File: src/rtl/wt_wbuf_coalesce.sv
// Write-through store buffer: in-order issue to the cache port under a TID budget, tagged out-of-order acks, in-order retire.
// Define WT_WBUF_COALESCE_EN to merge stores into a not-yet-issued entry with the same word address.
module wt_wbuf_coalesce #(
  parameter int Xlen      = 32,
  parameter int AddrWidth = 32,
  parameter int Depth     = 8,
  parameter int TidWidth  = 2
) (
  input  logic                 clk_i,
  input  logic                 rst_i,
  input  logic                 req_valid_i,
  output logic                 req_ready_o,
  input  logic [AddrWidth-1:0] req_addr_i,
  input  logic [Xlen-1:0]      req_data_i,
  input  logic [Xlen/8-1:0]    req_be_i,
  output logic                 mem_valid_o,
  input  logic                 mem_ready_i,
  output logic [AddrWidth-1:0] mem_addr_o,
  output logic [Xlen-1:0]      mem_data_o,
  output logic [Xlen/8-1:0]    mem_be_o,
  output logic [TidWidth-1:0]  mem_tid_o,
  input  logic                 ack_valid_i,
  input  logic [TidWidth-1:0]  ack_tid_i,
  input  logic [AddrWidth-1:0] probe_addr_i,
  output logic                 probe_hit_o,
  output logic                 empty_o,
  output logic                 full_o
);
  localparam int BeW    = Xlen / 8;
  localparam int OffW   = $clog2(BeW);
  localparam int WordW  = AddrWidth - OffW;
  localparam int IdxW   = $clog2(Depth);
  localparam int PtrW   = IdxW + 1;
  localparam int NumTid = 2 ** TidWidth;

  typedef enum logic [1:0] {ST_FREE, ST_PEND, ST_INFL, ST_DONE} ent_state_e;

  ent_state_e          state_q [Depth];
  ent_state_e          state_d [Depth];
  logic [WordW-1:0]    addr_q  [Depth];
  logic [WordW-1:0]    addr_d  [Depth];
  logic [Xlen-1:0]     data_q  [Depth];
  logic [Xlen-1:0]     data_d  [Depth];
  logic [BeW-1:0]      be_q    [Depth];
  logic [BeW-1:0]      be_d    [Depth];
  logic [TidWidth-1:0] tid_q   [Depth];
  logic [TidWidth-1:0] tid_d   [Depth];
  logic [PtrW-1:0]     head_q, head_d, issue_q, issue_d, tail_q, tail_d;
  logic [NumTid-1:0]   busy_q, busy_d;
  logic                offer_q, offer_d;
  logic [TidWidth-1:0] offer_tid_q, offer_tid_d;

  logic [PtrW-1:0]     count;
  logic [IdxW-1:0]     head_idx, issue_idx, tail_idx;
  logic [WordW-1:0]    req_word, probe_word;
  logic [TidWidth-1:0] free_tid, issue_tid;
  logic                tid_avail, mem_hs, has_room, alloc, merge_hit;
  logic [IdxW-1:0]     merge_idx;
  logic                unused_addr_bits;

  assign count      = tail_q - head_q;
  assign head_idx   = head_q[IdxW-1:0];
  assign issue_idx  = issue_q[IdxW-1:0];
  assign tail_idx   = tail_q[IdxW-1:0];
  assign req_word   = req_addr_i[AddrWidth-1:OffW];
  assign probe_word = probe_addr_i[AddrWidth-1:OffW];
  assign has_room   = count < PtrW'(Depth);
  assign full_o     = count == PtrW'(Depth);
  assign empty_o    = count == '0;
  assign unused_addr_bits = ^{req_addr_i[OffW-1:0], probe_addr_i[OffW-1:0]};

  always_comb begin
    probe_hit_o = 1'b0;
    for (int i = 0; i < Depth; i++) begin
      if ((state_q[i] == ST_PEND || state_q[i] == ST_INFL) && addr_q[i] == probe_word) begin
        probe_hit_o = 1'b1;
      end
    end
  end

  // A TID offered but not yet accepted is held so mem_tid_o cannot shift under a stall.
  always_comb begin
    free_tid  = '0;
    tid_avail = 1'b0;
    for (int t = NumTid - 1; t >= 0; t--) begin
      if (!busy_q[t]) begin
        free_tid  = TidWidth'(t);
        tid_avail = 1'b1;
      end
    end
    issue_tid   = offer_q ? offer_tid_q : free_tid;
    mem_valid_o = (state_q[issue_idx] == ST_PEND) && (offer_q || tid_avail);
    mem_hs      = mem_valid_o && mem_ready_i;
    mem_addr_o  = mem_valid_o ? {addr_q[issue_idx], {OffW{1'b0}}} : '0;
    mem_data_o  = mem_valid_o ? data_q[issue_idx] : '0;
    mem_be_o    = mem_valid_o ? be_q[issue_idx] : '0;
    mem_tid_o   = mem_valid_o ? issue_tid : '0;
  end

`ifdef WT_WBUF_COALESCE_EN
  // The entry completing its handshake this cycle is already on the bus and cannot absorb data.
  always_comb begin
    merge_hit = 1'b0;
    merge_idx = '0;
    for (int i = 0; i < Depth; i++) begin
      if (state_q[i] == ST_PEND && addr_q[i] == req_word &&
          !(mem_hs && i == int'(issue_idx))) begin
        merge_hit = 1'b1;
        merge_idx = IdxW'(i);
      end
    end
  end
  assign req_ready_o = has_room || merge_hit;
  assign alloc       = req_valid_i && !merge_hit && has_room && (req_be_i != '0);
`else
  assign merge_hit   = 1'b0;
  assign merge_idx   = '0;
  assign req_ready_o = has_room;
  assign alloc       = req_valid_i && has_room && (req_be_i != '0);
`endif

  always_comb begin
    state_d     = state_q;
    addr_d      = addr_q;
    data_d      = data_q;
    be_d        = be_q;
    tid_d       = tid_q;
    head_d      = head_q;
    issue_d     = issue_q;
    tail_d      = tail_q;
    busy_d      = busy_q;
    offer_d     = mem_valid_o && !mem_ready_i;
    offer_tid_d = issue_tid;

    if (ack_valid_i && busy_q[ack_tid_i]) begin
      busy_d[ack_tid_i] = 1'b0;
      for (int i = 0; i < Depth; i++) begin
        if (state_q[i] == ST_INFL && tid_q[i] == ack_tid_i) begin
          state_d[i] = ST_DONE;
        end
      end
    end

    if (state_q[head_idx] == ST_DONE) begin
      state_d[head_idx] = ST_FREE;
      head_d            = head_q + 1'b1;
    end

    if (mem_hs) begin
      state_d[issue_idx] = ST_INFL;
      tid_d[issue_idx]   = issue_tid;
      busy_d[issue_tid]  = 1'b1;
      issue_d            = issue_q + 1'b1;
    end

    if (req_valid_i && merge_hit) begin
      for (int b = 0; b < BeW; b++) begin
        if (req_be_i[b]) begin
          data_d[merge_idx][8*b +: 8] = req_data_i[8*b +: 8];
        end
      end
      be_d[merge_idx] = be_q[merge_idx] | req_be_i;
    end

    if (alloc) begin
      state_d[tail_idx] = ST_PEND;
      addr_d[tail_idx]  = req_word;
      data_d[tail_idx]  = req_data_i;
      be_d[tail_idx]    = req_be_i;
      tail_d            = tail_q + 1'b1;
    end
  end

  always_ff @(posedge clk_i) begin
    if (rst_i) begin
      for (int i = 0; i < Depth; i++) begin
        state_q[i] <= ST_FREE;
      end
      head_q      <= '0;
      issue_q     <= '0;
      tail_q      <= '0;
      busy_q      <= '0;
      offer_q     <= 1'b0;
      offer_tid_q <= '0;
    end else begin
      state_q     <= state_d;
      head_q      <= head_d;
      issue_q     <= issue_d;
      tail_q      <= tail_d;
      busy_q      <= busy_d;
      offer_q     <= offer_d;
      offer_tid_q <= offer_tid_d;
    end
  end

  // Payload is only meaningful under a live state, so it carries no reset.
  always_ff @(posedge clk_i) begin
    addr_q <= addr_d;
    data_q <= data_d;
    be_q   <= be_d;
    tid_q  <= tid_d;
  end
endmodule

File: config.mk
export PLATFORM = sky130hd
export DESIGN_NAME = wt_wbuf_coalesce
export DESIGN_NICKNAME = d
export VERILOG_FILES = /design/src/rtl/wt_wbuf_coalesce.sv
export SDC_FILE = /design/constraint.sdc
export NUM_CORES = 1
export LEC_CHECK = 0
export ABC_CLOCK_PERIOD_IN_PS = 12500
export BUFFER_PORTS_ARGS = -buffer_cell sky130_fd_sc_hd__buf_2
export CAP_MARGIN = 40
export CORE_MARGIN = 1.5
export CORE_UTILIZATION = 35
export CTS_BUF_LIST = sky130_fd_sc_hd__clkbuf_2
export CTS_CLUSTER_SIZE = 28
export DETAILED_ROUTE_END_ITERATION = 12
export GPL_ROUTABILITY_DRIVEN = 0
export PLACE_DENSITY_LB_ADDON = 0.05
export SLEW_MARGIN = 40
export SYNTH_ARGS = -nofsm -noshare
export SYNTH_HDL_FRONTEND = slang
export SYNTH_SLANG_ARGS = --single-unit
File: constraint.sdc
create_clock -name clk_i -period 12.5 [get_ports clk_i]
set_input_delay 2.5 -clock clk_i [delete_from_list [all_inputs] [get_ports clk_i]]
set_output_delay 2.5 -clock clk_i [all_outputs]
set_load 0.01 [all_outputs]
# Yosys cells after proc, flatten, opt, wreduce, memory -nomap -nowiden
# Cells that the tools add are included.
# word_totals
input_bits	107
reg_bits	579
# op_classes
add_sub_neg	4
magnitude_cmp	11
eq_ne	35
bitwise_logic	14
reduce_logical	39
n_mux	72
# op_table
op	count
$bwmux W256	1
$bwmux W240	1
$eq A30 B30 Y1	8
$mux W32	5
$bmux W32 S3	1
$demux W32 S3	1
$bmux W30 S3	1
$demux W30 S3	1
$mux W30	3
$mux W16	4
$mux W2	21
$bwmux W32	1
$logic_and A1 B1 Y1	27
$mux W4	6
$demux W2 S3	3
$eq A2 B1 Y1 const B	9
$eq A2 B2 Y1 const B	9
$and A16 B16 Y16	1
$and A8 B8 Y8	2
$bwmux W16	1
$eq A2 B2 Y1	8
$not A16 Y16	1
$not A8 Y8	2
$or A8 B8 Y8	2
other kinds (22)	56

# Depth between registers and ports, before layout
# logic_depth
depth_word	12
mapped_depth	11
ltp_nobuf	9

# Worst setup path after synthesis
# OpenSTA, ideal clock, no wires.
# synth_path
kind	input port to output port
from	input port probe_addr_i[7]
to	output port probe_hit_o
arrival_ns	3.783
path_stages	7
setup_slack_ns	6.217
path_buffers	1
cell_sequence	clkbuf_1 > xor2_1 > nor4_1 > nand4_1 > nor4_1 > nor4_1 > nand2_1
# synth_via
elab_chain_cells	10
word_cells_on_any_way	24
# synth_rtl
element	line_no	text
from (decl)	24	input logic [AddrWidth-1:0] probe_addr_i,
$eq A30 B30 Y1	75	if ((state_q[i] == ST_PEND || state_q[i] == ST_INFL) && addr_q[i] == probe_word) begin
$logic_and A1 B1 Y1	75	
$mux W1 (7 in a row)	75	
$mux W1 *	75	
to (decl)	25	output logic probe_hit_o,
# Every way passes the cells marked *; elsewhere a longest branch is shown, timed or not.

# Worst setup path after layout
# layout_path
from	register issue_q[0]
to	output port mem_data_o[16]
# layout_via
elab_chain_cells	7
word_cells_on_any_way	10
# layout_rtl
element	line_no	text
from (decl)	48	logic [PtrW-1:0] head_q, head_d, issue_q, issue_d, tail_q, tail_d;
from (signal assigned)	188	issue_q <= issue_d;
$not A3 Y4 (not written as such) *	92, 95	
$bmux W2 S3	92	mem_valid_o = (state_q[issue_idx] == ST_PEND) && (offer_q || tid_avail);
$mux W2 (not written as such) (2 in a row)	92	
$eq A2 B1 Y1	92	
$logic_and A1 B1 Y1	92	
$mux W32 *	95	mem_data_o = mem_valid_o ? data_q[issue_idx] : '0;
to (decl)	19	output logic [Xlen-1:0] mem_data_o,
# Every way passes the cells marked *; elsewhere a longest branch is shown, timed or not. The select of a mux whose other input is x is not followed.

==> results.toml <==
[run_status]
status = "completed"

[layout]
post-route-util_pct = 39.9
seq_area_mm2 = 0.0170
stdcell_area_mm2 = 0.0291
syn_to_final_growth_pct = 13.0
num-fill-cells = 6940
multi_input_area_mm2 = 0.00815
nets = 2096
drive_above_1_share_pct = 26.3

[global_route]
grt_use_met3_pct = 5.31
grt_pass1_wl_um = 115000
grt_pass1_vias = 16275
grt_overflow_total = 0
grt.total_usage_pct = 21.6
grtUsageMet2_pct = 34.2
grt_max_degree = 103
busiest_layer = "met2"
grtUsageMet1_pct = 29.2
antenna_found_initial = 11

[sta]
relSlewSlack_pct = 39.7
clock_skew_ns = 0.0930
drv_slew = 0
max_slew.worst_pin.slew_ns = 0.905
finalSetupViolCount = 0
fin_crit_sh_pct = 62.1
setup_tns_ns = 0
min_period_ns = 7.76
finalHoldViolCount = 0
clock.fmax_mhz = 129
rsz0062_at_grt = "no"
hold_ws_ns = 0.522

[logic_synthesis]
syn-cell-area_mm2 = 0.0257
synth_ff_type = "edfxtp_1"
synth-seq-area-share_pct = 66.1
synth_edf_count = 544
ys_async_sr_fraction_pct = 0
syn_inst = 1725
yosysWarnings = 0
synth_seq_cells = 578
synth.distinct_cells = 56
avgSynthCellArea_um2 = 14.9

[drt]
vias_per_cell = 5.18
first_pass_iters = 5
avgRoutedWirePerCell_um = 26.4
vias = 15816
routed_wl_um = 80800
first_iter_violations = 1118
drc = 0
ant_nets = 0

[floorplanning]
coreArea_mm2 = 0.0728
start_util_pct = 35.4
rows = 99
die_area_mm2 = 0.0752
ioPinCount = 182
die_x_um = 274
die_h_um = 274

[power]
power_mw = 4.12
power_density_mw_per_mm2 = 142
vdd_drop_max_mv = 0.0634
leakage_nw = 9.77

[clock_network]
cts_root_buf = "clkbuf_2"
clockBufferDepth = 3
path_clk_slew_ns = 0.10
postCtsSetupRepairBufs = 0
clock_latency_ns = 1.33
ctsHoldBuffers = 0
cts.sinks = 578
post_cts_resized = 0
cts-buffers-inserted = 161
cts_max_level = 4
cts_tree = "built"

[placement]
dp_hpwl_um = 51000
placed_cell_area_mm2 = 0.0276
portBuffers = 175

[setup_path]
end_kind = "output port"
cp_data_required_time_ns = 10.00
rrSetupSlack_ns = 8.24
r2r_cells = 9
worstSetupStartpointType = "flop"
worst_ep_arrival_time_ns = 5.26
worstSetupPathType = "reg2out"
path_max_fanout = 98

[min_path]
hp-class = "reg2reg"
hold_depth = 2

[job]
cap_violations = 0
cell usage in the layout (no fill, tap or decap), types with 9 or more instances in the layout:
| cell type | count |
|---|---|
| a211oi_1 | 70 |
| a21oi_1 | 77 |
| buf_2 | 175 |
| buf_4 | 9 |
| clkbuf_2 | 225 |
| clkinv_1 | 39 |
| dfxtp_1 | 31 |
| edfxtp_1 | 544 |
| ha_1 | 14 |
| inv_1 | 27 |
| mux2i_1 | 74 |
| mux4_2 | 72 |
| nand2_1 | 18 |
| nand3_1 | 12 |
| nand4_1 | 35 |
| nor2_1 | 160 |
| nor3_1 | 61 |
| nor3_2 | 10 |
| nor4_1 | 49 |
| o21ai_0 | 13 |
| xnor2_1 | 110 |
| xor2_1 | 154 |
registers in the layout, summed over array words and instances, names as in the netlist:
| name | cells |
|---|---|
| offer_tid_q | 2 |
| data_q | 256 |
| addr_q | 240 |
| busy_q | 4 |
| tid_q | 16 |
| state_q | 16 |
| be_q | 32 |
| tail_q | 4 |
| offer_q | 1 |
| head_q | 4 |
| issue_q | 3 |
power breakdown:
| part | total, mW | switching, mW | internal [mW] |
|---|---|---|---|
| Combinational | 0.528 | 0.349 | 0.179 |
| Sequential | 2.23 | 0.0376 | 2.19 |
| Clock | 1.36 | 0.827 | 0.536 |
| Total | 4.12 | 1.21 | 2.91 |
kinds of logic (layout without fill, tap and decap cells):
logic type / after synthesis / after routing / share of synthesized area (%)
AOI/OAI and AO/OA: 189 / 189 / 4.70
xor gates and xnor gates: 264 / 264 / 8.98
adders and majority gates: 15 / 15 / 0.758
buffers and inverters: 142 / 508 / 2.46
DFF: 578 / 578 / 66.1
muxes: 147 / 147 / 9.22
other: 1 / 5 / 0.0146
and+or+nand+nor: 389 / 389 / 7.77
metrics by stage:
stage	setup slack (ns)	cells
6_report	4.74	3054
5_1_grt	4.31	3052
3_3_place_gp	5.15	2764
3_5_place_dp	5.18	2770
4_1_cts	4.41	3051
2_1_floorplan	6.22	1726
cells in the mapped netlist, drive strengths merged, types with 2 or more instances:
cell type  count  area, µm²
clkbuf        70        263
and2           2       12.5
o211ai         6       45.0
ha            14        175
or2            2       15.0
a211oi        73        563
xor2         154       1350
a21oi         78        390
nor2b          4       25.0
o21ai         13       65.1
nor3          72        422
nor4          51        325
mux2i         74        741
nand2         18       67.6
o22ai          3       18.8
inv           31        116
or3           10       67.6
nand3         12       60.1
nand2b         3       18.8
and4           9       78.8
buf           41        255
nor2         160        601
or3b           2       17.5
and3           3       18.8
a21o           2       15.0
xnor2        110        963
or4            3       30.0
nor3b          2       15.0
nand4         35        219
o21a           6       45.0
dfxtp         34        681
edfxtp       544      16300
mux4          72       1620
worst max-delay path, stage by stage, from the launching register on:
cell	delay (ns)
dfxtp_4	0.68
buf_12	0.27
buf_12	0.57
nand2b_4	0.61
a2bb2oi_1	0.19
o22ai_1	0.14
or2_4	0.40
buf_6	0.32
nor3_1	0.51
buf_2	0.22
layout make-up:
type	instances	share of cell area, %
Sequential cell	578	58.5
Multi-Input combinational cell	1006	28.0
Clock inverter	56	1.08
Tap cell	959	4.12
Inverter	31	0.456
Clock buffer	225	3.87
Antenna cell	3	0.0258
Timing Repair Buffer	196	3.89
path summary, 6_finish.rpt:
path                                         startpoint                    end
worst max register to register   head_q[1]$_SDFFE_PP0N_  addr_q[163]$_DFFE_PP_
worst min-delay path               busy_q[3]$_SDFF_PP0_   busy_q[3]$_SDFF_PP0_
worst min register to register     busy_q[3]$_SDFF_PP0_   busy_q[3]$_SDFF_PP0_
worst max-delay path            issue_q[0]$_SDFFE_PP0P_         mem_data_o[16]
routing by layer:
layer,share of wire (%),vias up,wire length (µm)
met4,2.0,8,1660
met1,45,8055,36400
met5,0.062,-,50
li1,-,7161,-
met3,5.9,111,4770
met2,47,481,37900
(Power assumes the default switching activity.)
